## config.mk

```make
export PLATFORM = sky130hd
export DESIGN_NAME = axis_frame_len_adjust_flat
export DESIGN_NICKNAME = d
export VERILOG_FILES = /design/src/rtl/axis_pkg.sv /design/src/rtl/axis_frame_len_adjust_if.sv /design/src/rtl/axis_frame_len_adjust.sv /design/src/flat_wrapper.sv
export SDC_FILE = /design/constraint.sdc
export NUM_CORES = 1
export LEC_CHECK = 0
export CORE_ASPECT_RATIO = 0.6
export CORE_MARGIN = 3
export CORE_UTILIZATION = 62
export CTS_CLUSTER_SIZE = 40
export DETAILED_ROUTE_END_ITERATION = 6
export PLACE_DENSITY = 0.87
export SYNTH_ARGS = -nofsm -noshare
export SYNTH_HDL_FRONTEND = slang
export SYNTH_SLANG_ARGS = --single-unit
```

## constraint.sdc

```tcl
create_clock -name clk -period 14.5 [get_ports clk]
set_input_delay 4.35 -clock clk [delete_from_list [all_inputs] [get_ports clk]]
set_output_delay 4.35 -clock clk [all_outputs]
set_load 0.01 [all_outputs]
```

## src/rtl/axis_pkg.sv

```systemverilog
// Shared types and helpers for the frame length adjust stage.
package axis_pkg;

  localparam int LEN_WIDTH_DEFAULT = 16;

  typedef enum logic [1:0] {
    IDLE = 2'd0,
    XFER = 2'd1,
    PAD  = 2'd2,
    DROP = 2'd3
  } state_t;

  // Padding target never exceeds the truncation limit, so a max below min wins.
  function automatic logic [31:0] eff_min(input logic [31:0] len_min, input logic [31:0] len_max);
    return ((len_max != 32'd0) && (len_max < len_min)) ? len_max : len_min;
  endfunction

endpackage

```

## src/rtl/axis_frame_len_adjust_if.sv

```systemverilog
// Byte-wide AXI-Stream bundle with source (master) and sink (slave) views.
interface axis_frame_len_adjust_if #(
  parameter int DATA_WIDTH = 8,
  parameter int USER_WIDTH = 1
);
  logic [DATA_WIDTH-1:0] tdata;
  logic                  tvalid;
  logic                  tready;
  logic                  tlast;
  logic [USER_WIDTH-1:0] tuser;

  modport master (output tdata, output tvalid, output tlast, output tuser, input tready);
  modport slave  (input tdata, input tvalid, input tlast, input tuser, output tready);
endinterface

```

## src/rtl/axis_frame_len_adjust.sv

```systemverilog
// Pads short frames to a minimum length, truncates long ones at a maximum,
// and strobes per-frame length/adjustment status. Fully registered output.
module axis_frame_len_adjust
  import axis_pkg::*;
#(
  parameter int                    DATA_WIDTH = 8,
  parameter int                    USER_WIDTH = 1,
  parameter int                    LEN_WIDTH  = LEN_WIDTH_DEFAULT,
  parameter logic [DATA_WIDTH-1:0] PAD_BYTE   = 8'h00,
  parameter logic                  TRUNC_USER = 1'b1
) (
  input  logic                  clk,
  input  logic                  rst,
  axis_frame_len_adjust_if.slave  s_axis,
  axis_frame_len_adjust_if.master m_axis,
  input  logic [LEN_WIDTH-1:0]  length_min,
  input  logic [LEN_WIDTH-1:0]  length_max,
  output logic                  status_valid,
  output logic [LEN_WIDTH-1:0]  status_frame_len,
  output logic                  status_padded,
  output logic                  status_truncated
);

  generate
    if (DATA_WIDTH != 8) begin : g_width_check
      $error("axis_frame_len_adjust supports DATA_WIDTH=8 only");
    end
  endgenerate

  localparam logic [LEN_WIDTH-1:0] CNT_MAX = '1;

  state_t                  state_reg, state_next;
  logic [LEN_WIDTH-1:0]    in_cnt_reg, in_cnt_next;
  logic [LEN_WIDTH-1:0]    out_cnt_reg, out_cnt_next;
  logic [LEN_WIDTH-1:0]    min_reg, min_next;
  logic [LEN_WIDTH-1:0]    max_reg, max_next;
  logic [USER_WIDTH-1:0]   last_user_reg, last_user_next;

  logic [DATA_WIDTH-1:0]   m_data_reg, m_data_next;
  logic                    m_valid_reg, m_valid_next;
  logic                    m_last_reg, m_last_next;
  logic [USER_WIDTH-1:0]   m_user_reg, m_user_next;

  logic                    st_valid_reg, st_valid_next;
  logic [LEN_WIDTH-1:0]    st_len_reg, st_len_next;
  logic                    st_pad_reg, st_pad_next;
  logic                    st_trunc_reg, st_trunc_next;

  logic                    load_en;
  logic                    s_ready;
  logic                    s_fire;
  logic [LEN_WIDTH-1:0]    cur_min;
  logic [LEN_WIDTH-1:0]    cur_max;
  logic [LEN_WIDTH-1:0]    cnt_inc;
  logic [LEN_WIDTH-1:0]    pad_inc;

  assign load_en = !m_valid_reg || m_axis.tready;
  assign s_fire  = s_axis.tvalid && s_ready;

  // Limits come straight from the ports on the first beat, then from the latched copy.
  assign cur_max = (state_reg == IDLE) ? length_max : max_reg;
  assign cur_min = (state_reg == IDLE) ? LEN_WIDTH'(eff_min(32'(length_min), 32'(length_max))) : min_reg;
  assign cnt_inc = (in_cnt_reg == CNT_MAX) ? CNT_MAX : in_cnt_reg + LEN_WIDTH'(1);
  assign pad_inc = out_cnt_reg + LEN_WIDTH'(1);

  always_comb begin
    s_ready = 1'b0;
    case (state_reg)
      IDLE, XFER: s_ready = load_en;
      PAD:        s_ready = 1'b0;
      DROP:       s_ready = 1'b1;
      default:    s_ready = 1'b0;
    endcase
  end

  always_comb begin
    state_next     = state_reg;
    in_cnt_next    = in_cnt_reg;
    out_cnt_next   = out_cnt_reg;
    min_next       = min_reg;
    max_next       = max_reg;
    last_user_next = last_user_reg;
    m_data_next    = m_data_reg;
    m_valid_next   = m_valid_reg;
    m_last_next    = m_last_reg;
    m_user_next    = m_user_reg;
    st_valid_next  = 1'b0;
    st_len_next    = st_len_reg;
    st_pad_next    = st_pad_reg;
    st_trunc_next  = st_trunc_reg;

    case (state_reg)
      IDLE, XFER: begin
        if (s_fire) begin
          min_next     = cur_min;
          max_next     = cur_max;
          in_cnt_next  = cnt_inc;
          m_valid_next = 1'b1;
          m_data_next  = s_axis.tdata;
          m_last_next  = s_axis.tlast;
          m_user_next  = s_axis.tuser;
          if (s_axis.tlast) begin
            st_valid_next = 1'b1;
            st_len_next   = cnt_inc;
            st_trunc_next = 1'b0;
            if (cnt_inc >= cur_min) begin
              st_pad_next = 1'b0;
              in_cnt_next = '0;
              state_next  = IDLE;
            end else begin
              st_pad_next    = 1'b1;
              m_last_next    = 1'b0;
              last_user_next = s_axis.tuser;
              out_cnt_next   = cnt_inc;
              state_next     = PAD;
            end
          end else if ((cur_max != '0) && (cnt_inc == cur_max)) begin
            m_last_next = 1'b1;
            m_user_next = {USER_WIDTH{TRUNC_USER}};
            state_next  = DROP;
          end else begin
            state_next = XFER;
          end
        end else if (load_en) begin
          m_valid_next = 1'b0;
        end
      end

      PAD: begin
        if (load_en) begin
          m_valid_next = 1'b1;
          m_data_next  = PAD_BYTE;
          m_user_next  = last_user_reg;
          m_last_next  = (pad_inc == min_reg);
          out_cnt_next = pad_inc;
          if (pad_inc == min_reg) begin
            in_cnt_next = '0;
            state_next  = IDLE;
          end
        end
      end

      DROP: begin
        if (load_en) begin
          m_valid_next = 1'b0;
        end
        if (s_fire) begin
          in_cnt_next = cnt_inc;
          if (s_axis.tlast) begin
            st_valid_next = 1'b1;
            st_len_next   = cnt_inc;
            st_pad_next   = 1'b0;
            st_trunc_next = 1'b1;
            in_cnt_next   = '0;
            state_next    = IDLE;
          end
        end
      end

      default: state_next = IDLE;
    endcase
  end

  always_ff @(posedge clk) begin
    if (!rst) begin
      state_reg     <= IDLE;
      in_cnt_reg    <= '0;
      out_cnt_reg   <= '0;
      min_reg       <= '0;
      max_reg       <= '0;
      last_user_reg <= '0;
      m_data_reg    <= '0;
      m_valid_reg   <= 1'b0;
      m_last_reg    <= 1'b0;
      m_user_reg    <= '0;
      st_valid_reg  <= 1'b0;
      st_len_reg    <= '0;
      st_pad_reg    <= 1'b0;
      st_trunc_reg  <= 1'b0;
    end else begin
      state_reg     <= state_next;
      in_cnt_reg    <= in_cnt_next;
      out_cnt_reg   <= out_cnt_next;
      min_reg       <= min_next;
      max_reg       <= max_next;
      last_user_reg <= last_user_next;
      m_data_reg    <= m_data_next;
      m_valid_reg   <= m_valid_next;
      m_last_reg    <= m_last_next;
      m_user_reg    <= m_user_next;
      st_valid_reg  <= st_valid_next;
      st_len_reg    <= st_len_next;
      st_pad_reg    <= st_pad_next;
      st_trunc_reg  <= st_trunc_next;
    end
  end

  assign s_axis.tready    = s_ready;
  assign m_axis.tdata     = m_data_reg;
  assign m_axis.tvalid    = m_valid_reg;
  assign m_axis.tlast     = m_last_reg;
  assign m_axis.tuser     = m_user_reg;
  assign status_valid     = st_valid_reg;
  assign status_frame_len = st_len_reg;
  assign status_padded    = st_pad_reg;
  assign status_truncated = st_trunc_reg;

endmodule

```

## src/flat_wrapper.sv

```systemverilog
// flat-port wrapper written by rule: the top's interface ports become plain ports
module axis_frame_len_adjust_flat import axis_pkg::*;
#(
  parameter int                    DATA_WIDTH = 8,
  parameter int                    USER_WIDTH = 1,
  parameter int                    LEN_WIDTH  = LEN_WIDTH_DEFAULT,
  parameter logic [DATA_WIDTH-1:0] PAD_BYTE   = 8'h00,
  parameter logic                  TRUNC_USER = 1'b1
)
  (clk, rst, length_min, length_max, status_valid, status_frame_len, status_padded, status_truncated, s_axis_tdata, s_axis_tvalid, s_axis_tlast, s_axis_tuser, s_axis_tready, m_axis_tdata, m_axis_tvalid, m_axis_tlast, m_axis_tuser, m_axis_tready);
  axis_frame_len_adjust_if #(.DATA_WIDTH(DATA_WIDTH), .USER_WIDTH(USER_WIDTH)) s_axis_i ();
  axis_frame_len_adjust_if #(.DATA_WIDTH(DATA_WIDTH), .USER_WIDTH(USER_WIDTH)) m_axis_i ();
  input  logic clk;
  input  logic rst;
  input  logic [LEN_WIDTH-1:0] length_min;
  input  logic [LEN_WIDTH-1:0] length_max;
  output logic status_valid;
  output logic [LEN_WIDTH-1:0] status_frame_len;
  output logic status_padded;
  output logic status_truncated;
  input wire logic [$bits(s_axis_i.tdata)-1:0] s_axis_tdata;
  input wire logic [$bits(s_axis_i.tvalid)-1:0] s_axis_tvalid;
  input wire logic [$bits(s_axis_i.tlast)-1:0] s_axis_tlast;
  input wire logic [$bits(s_axis_i.tuser)-1:0] s_axis_tuser;
  output wire logic [$bits(s_axis_i.tready)-1:0] s_axis_tready;
  output wire logic [$bits(m_axis_i.tdata)-1:0] m_axis_tdata;
  output wire logic [$bits(m_axis_i.tvalid)-1:0] m_axis_tvalid;
  output wire logic [$bits(m_axis_i.tlast)-1:0] m_axis_tlast;
  output wire logic [$bits(m_axis_i.tuser)-1:0] m_axis_tuser;
  input wire logic [$bits(m_axis_i.tready)-1:0] m_axis_tready;
  assign s_axis_i.tdata = s_axis_tdata;
  assign s_axis_i.tvalid = s_axis_tvalid;
  assign s_axis_i.tlast = s_axis_tlast;
  assign s_axis_i.tuser = s_axis_tuser;
  assign s_axis_tready = s_axis_i.tready;
  assign m_axis_tdata = m_axis_i.tdata;
  assign m_axis_tvalid = m_axis_i.tvalid;
  assign m_axis_tlast = m_axis_i.tlast;
  assign m_axis_tuser = m_axis_i.tuser;
  assign m_axis_i.tready = m_axis_tready;
  axis_frame_len_adjust #(.DATA_WIDTH(DATA_WIDTH), .USER_WIDTH(USER_WIDTH), .LEN_WIDTH(LEN_WIDTH), .PAD_BYTE(PAD_BYTE), .TRUNC_USER(TRUNC_USER)) u_core (.clk(clk), .rst(rst), .s_axis(s_axis_i), .m_axis(m_axis_i), .length_min(length_min), .length_max(length_max), .status_valid(status_valid), .status_frame_len(status_frame_len), .status_padded(status_padded), .status_truncated(status_truncated));
endmodule
```

==> flow_metrics.env <==
export IMPL_outcome="finished, final reports clean"
export IMPL_antenna_found_initial=0
export IMPL_maxSlewViolCount=0
export IMPL_yosysTopAreaCell="dfxtp_1"
export IMPL_relSlewSlack_pct=12.56
export IMPL_reg2reg_setup_slack_ns=9.57
export IMPL_synth_seq_cells=97
export IMPL_power_density_nw_per_um2=103.9
export IMPL_start_kind="input pin"
export IMPL_nNetsFinal=988
export IMPL_route_detailed_drc=0
export IMPL_max_stage_delay_ns=0.57
export IMPL_ctsResizeCount=0
export IMPL_htreeDepth=3
export IMPL_place_gp_congestion=0.9979
export IMPL_ios=77
export IMPL_fmax_ghz=0.09784
export IMPL_seq_area_um2=1942
export IMPL_cp_max_fo=5
export IMPL_async_flop_share_pct=0
export IMPL_post_route_period_util_pct=70.49
export IMPL_synth_net_count=958
export IMPL_grt_pass1_vias=6850
export IMPL_worstPathRequired_ns=10.15
export IMPL_first_pass_iters=6
export IMPL_syn_instance_count=879
export IMPL_cts_tree="built"
export IMPL_p_leak_nw=3.125
export IMPL_die_area_um2=12560
export IMPL_cts_sinks=97
export IMPL_io_buffers=76
export IMPL_finalSetupTns_ns=0
export IMPL_grt_max_degree=86
export IMPL_die_h_um=88.01
export IMPL_synth_top_cells_by_area="dfxtp_1 28%, ha_1 5.9%, nand2_1 5.2%"
export IMPL_path_clk_slew_ns=0.07
export IMPL_numCtsBuffers=9
export IMPL_yosys_warnings=0
export IMPL_ctsHoldBuffers=0
export IMPL_core_area_um2=10740
export IMPL_syn_area_um2=6949
export IMPL_cts_buffer_depth=2
export IMPL_rsz0062_at_grt="no"
export IMPL_arrival_ns=5.87
export IMPL_min_period_ns=10.22
export IMPL_post_cts_buffers=0
export IMPL_die_width_um=142.7
export IMPL_avgSynthCellArea_um2=7.906
export IMPL_synth_edf_count=0
export IMPL_ys_seq_area_share_pct=27.94
export IMPL_clock_latency_ns=0.35
export IMPL_num_rows=29
export IMPL_yosys_most_used_dff="dfxtp_1"
export IMPL_clock_root_buffer="clkbuf_16"
export IMPL_yosysTopAreaCellShare_pct=27.94
export IMPL_cp_cell_sequence="clkdlybuf4s50_1, nand2b_1, nor2_1, nor2_1, clkdlybuf4s50_1"
export IMPL_grt_first_pass_wirelength_mm=37.06
export IMPL_routed_via_density=7.022
export IMPL_peakVddDrop_mv=0.06494
export IMPL_dr_total_vias=7394
export IMPL_gr_total_overflow=0
export IMPL_setup_viol=0
export IMPL_ant_nets=0
export IMPL_critPathSlowestCell="clkdlybuf4s50_1"
export IMPL_maxCapViolations=0
export IMPL_synthToLayoutAreaGrowth_pct=15.36
export IMPL_hold_ws_ns=0.4681
export IMPL_finClkSkew_ns=0.006060
export IMPL_critPathKind="in2out"
export IMPL_multi_input_area_um2=4604
export IMPL_cp_end_kind="primary output"
export IMPL_n_antenna_cell=0
export IMPL_hp_class="reg2reg"
export IMPL_tightest_slew_ns=1.312
export IMPL_critPathTopFamily="buffers and inverters"
export IMPL_fillers=784
export IMPL_initial_utilization_pct=64.70
export IMPL_grt_use_total_pct=37.48
export IMPL_hold_viol_final=0
export IMPL_wirelength_mm=24.08
export IMPL_wl_per_cell_um=22.87
export IMPL_first_iter_violations=1141
export IMPL_drive_gt1_share_pct=7.221
export IMPL_synth_distinct_cells=71
export IMPL_post_dp_hpwl_mm=17.20
export IMPL_cp_buffers_inverters=2
## metal layers
layer	track usage (%)	wire, um	vias to the layer above
met5	0	0	-
met3	15.11	3488	109
met4	14.58	1008	0
met1	51.19	9928	3420
met2	52.85	9655	518
li1	-	-	3347
## worst paths after layout
path,to,start,cells after the start
max reg2reg,u_core.out_cnt_reg[5],u_core.state_reg[1],13
max,s_axis_tready,m_axis_tready,5
min reg2reg,u_core.status_padded,u_core.status_padded,2
min,u_core.status_padded,u_core.status_padded,2
## tightest hold or removal path, stage by stage, from the launching register on
cell      delay (ns)
dfxtp_1         0.31
nand2_1         0.05
a21boi_0        0.06
## layout make-up
| class | count | area share, % |
|---|---|---|
| Multi-Input combinational cell | 683 | 57.44 |
| Clock inverter | 6 | 1.405 |
| Timing Repair Buffer | 87 | 10.46 |
| Inverter | 31 | 1.452 |
| Tap cell | 139 | 2.170 |
| Sequential cell | 97 | 24.22 |
| Clock buffer | 10 | 2.856 |
## cells in the final DEF (no fill, tap or decap), types with 23 or more instances in the layout
cell type	netlist	layout
o21ai_0	65	64
nand2_1	96	96
nor3_1	37	37
clkdlybuf4s50_1	0	75
or3_1	23	23
nor2_1	42	42
a21oi_1	26	25
nand3_1	24	24
ha_1	33	33
dfxtp_1	97	97
inv_1	31	31
a21boi_0	27	27
## Yosys cell counts, types with 9 or more instances
| cell type | count |
|---|---|
| a21boi_0 | 27 |
| a21o_1 | 9 |
| a21oi_1 | 26 |
| a22o_1 | 15 |
| a22oi_1 | 11 |
| buf_2 | 13 |
| clkbuf_1 | 52 |
| dfxtp_1 | 97 |
| ha_1 | 33 |
| inv_1 | 31 |
| mux2i_1 | 18 |
| nand2_1 | 96 |
| nand3_1 | 24 |
| nand4_1 | 13 |
| nor2_1 | 42 |
| nor2b_1 | 19 |
| nor3_1 | 37 |
| nor4_1 | 16 |
| o21a_1 | 17 |
| o21ai_0 | 65 |
| o221a_2 | 21 |
| o22ai_1 | 15 |
| o311ai_0 | 16 |
| or3_1 | 23 |
| xnor2_1 | 20 |
| xor2_1 | 10 |
## where the power goes
| group | internal (mW) | total [mW] | switching [mW] |
|---|---|---|---|
| sequential | 0.285 | 0.309 | 0.0235 |
| combinational | 0.0975 | 0.244 | 0.147 |
| clock | 0.170 | 0.280 | 0.110 |
## cells by family after synthesis
| group | Yosys count | share of synthesized area, % |
|---|---|---|
| AO/OA/AOI/OAI | 288 | 30.39 |
| XOR/XNOR | 30 | 3.781 |
| adder cells (fa/ha/maj) | 33 | 5.942 |
| buffers and inverters | 99 | 5.852 |
| flip-flops | 97 | 27.94 |
| multiplexers | 21 | 3.079 |
| AND/OR/NAND/NOR | 311 | 23.01 |
## per-stage QoR
stage	cell area, um^2	power, mW	util [%]	worst slack (ns)	cells
final	8016	0.8326	74.64	4.279	1053
after global routing	8016	0.8612	74.64	4.166	1053
after global placement	7675	0.5339	71.46	4.332	1037
after CTS	8016	0.8217	74.64	4.286	1053
after floorplan	6949	0.4638	-	5.395	879
after detailed placement	7675	0.5460	71.46	4.331	1037
(Power assumes the default switching activity.)
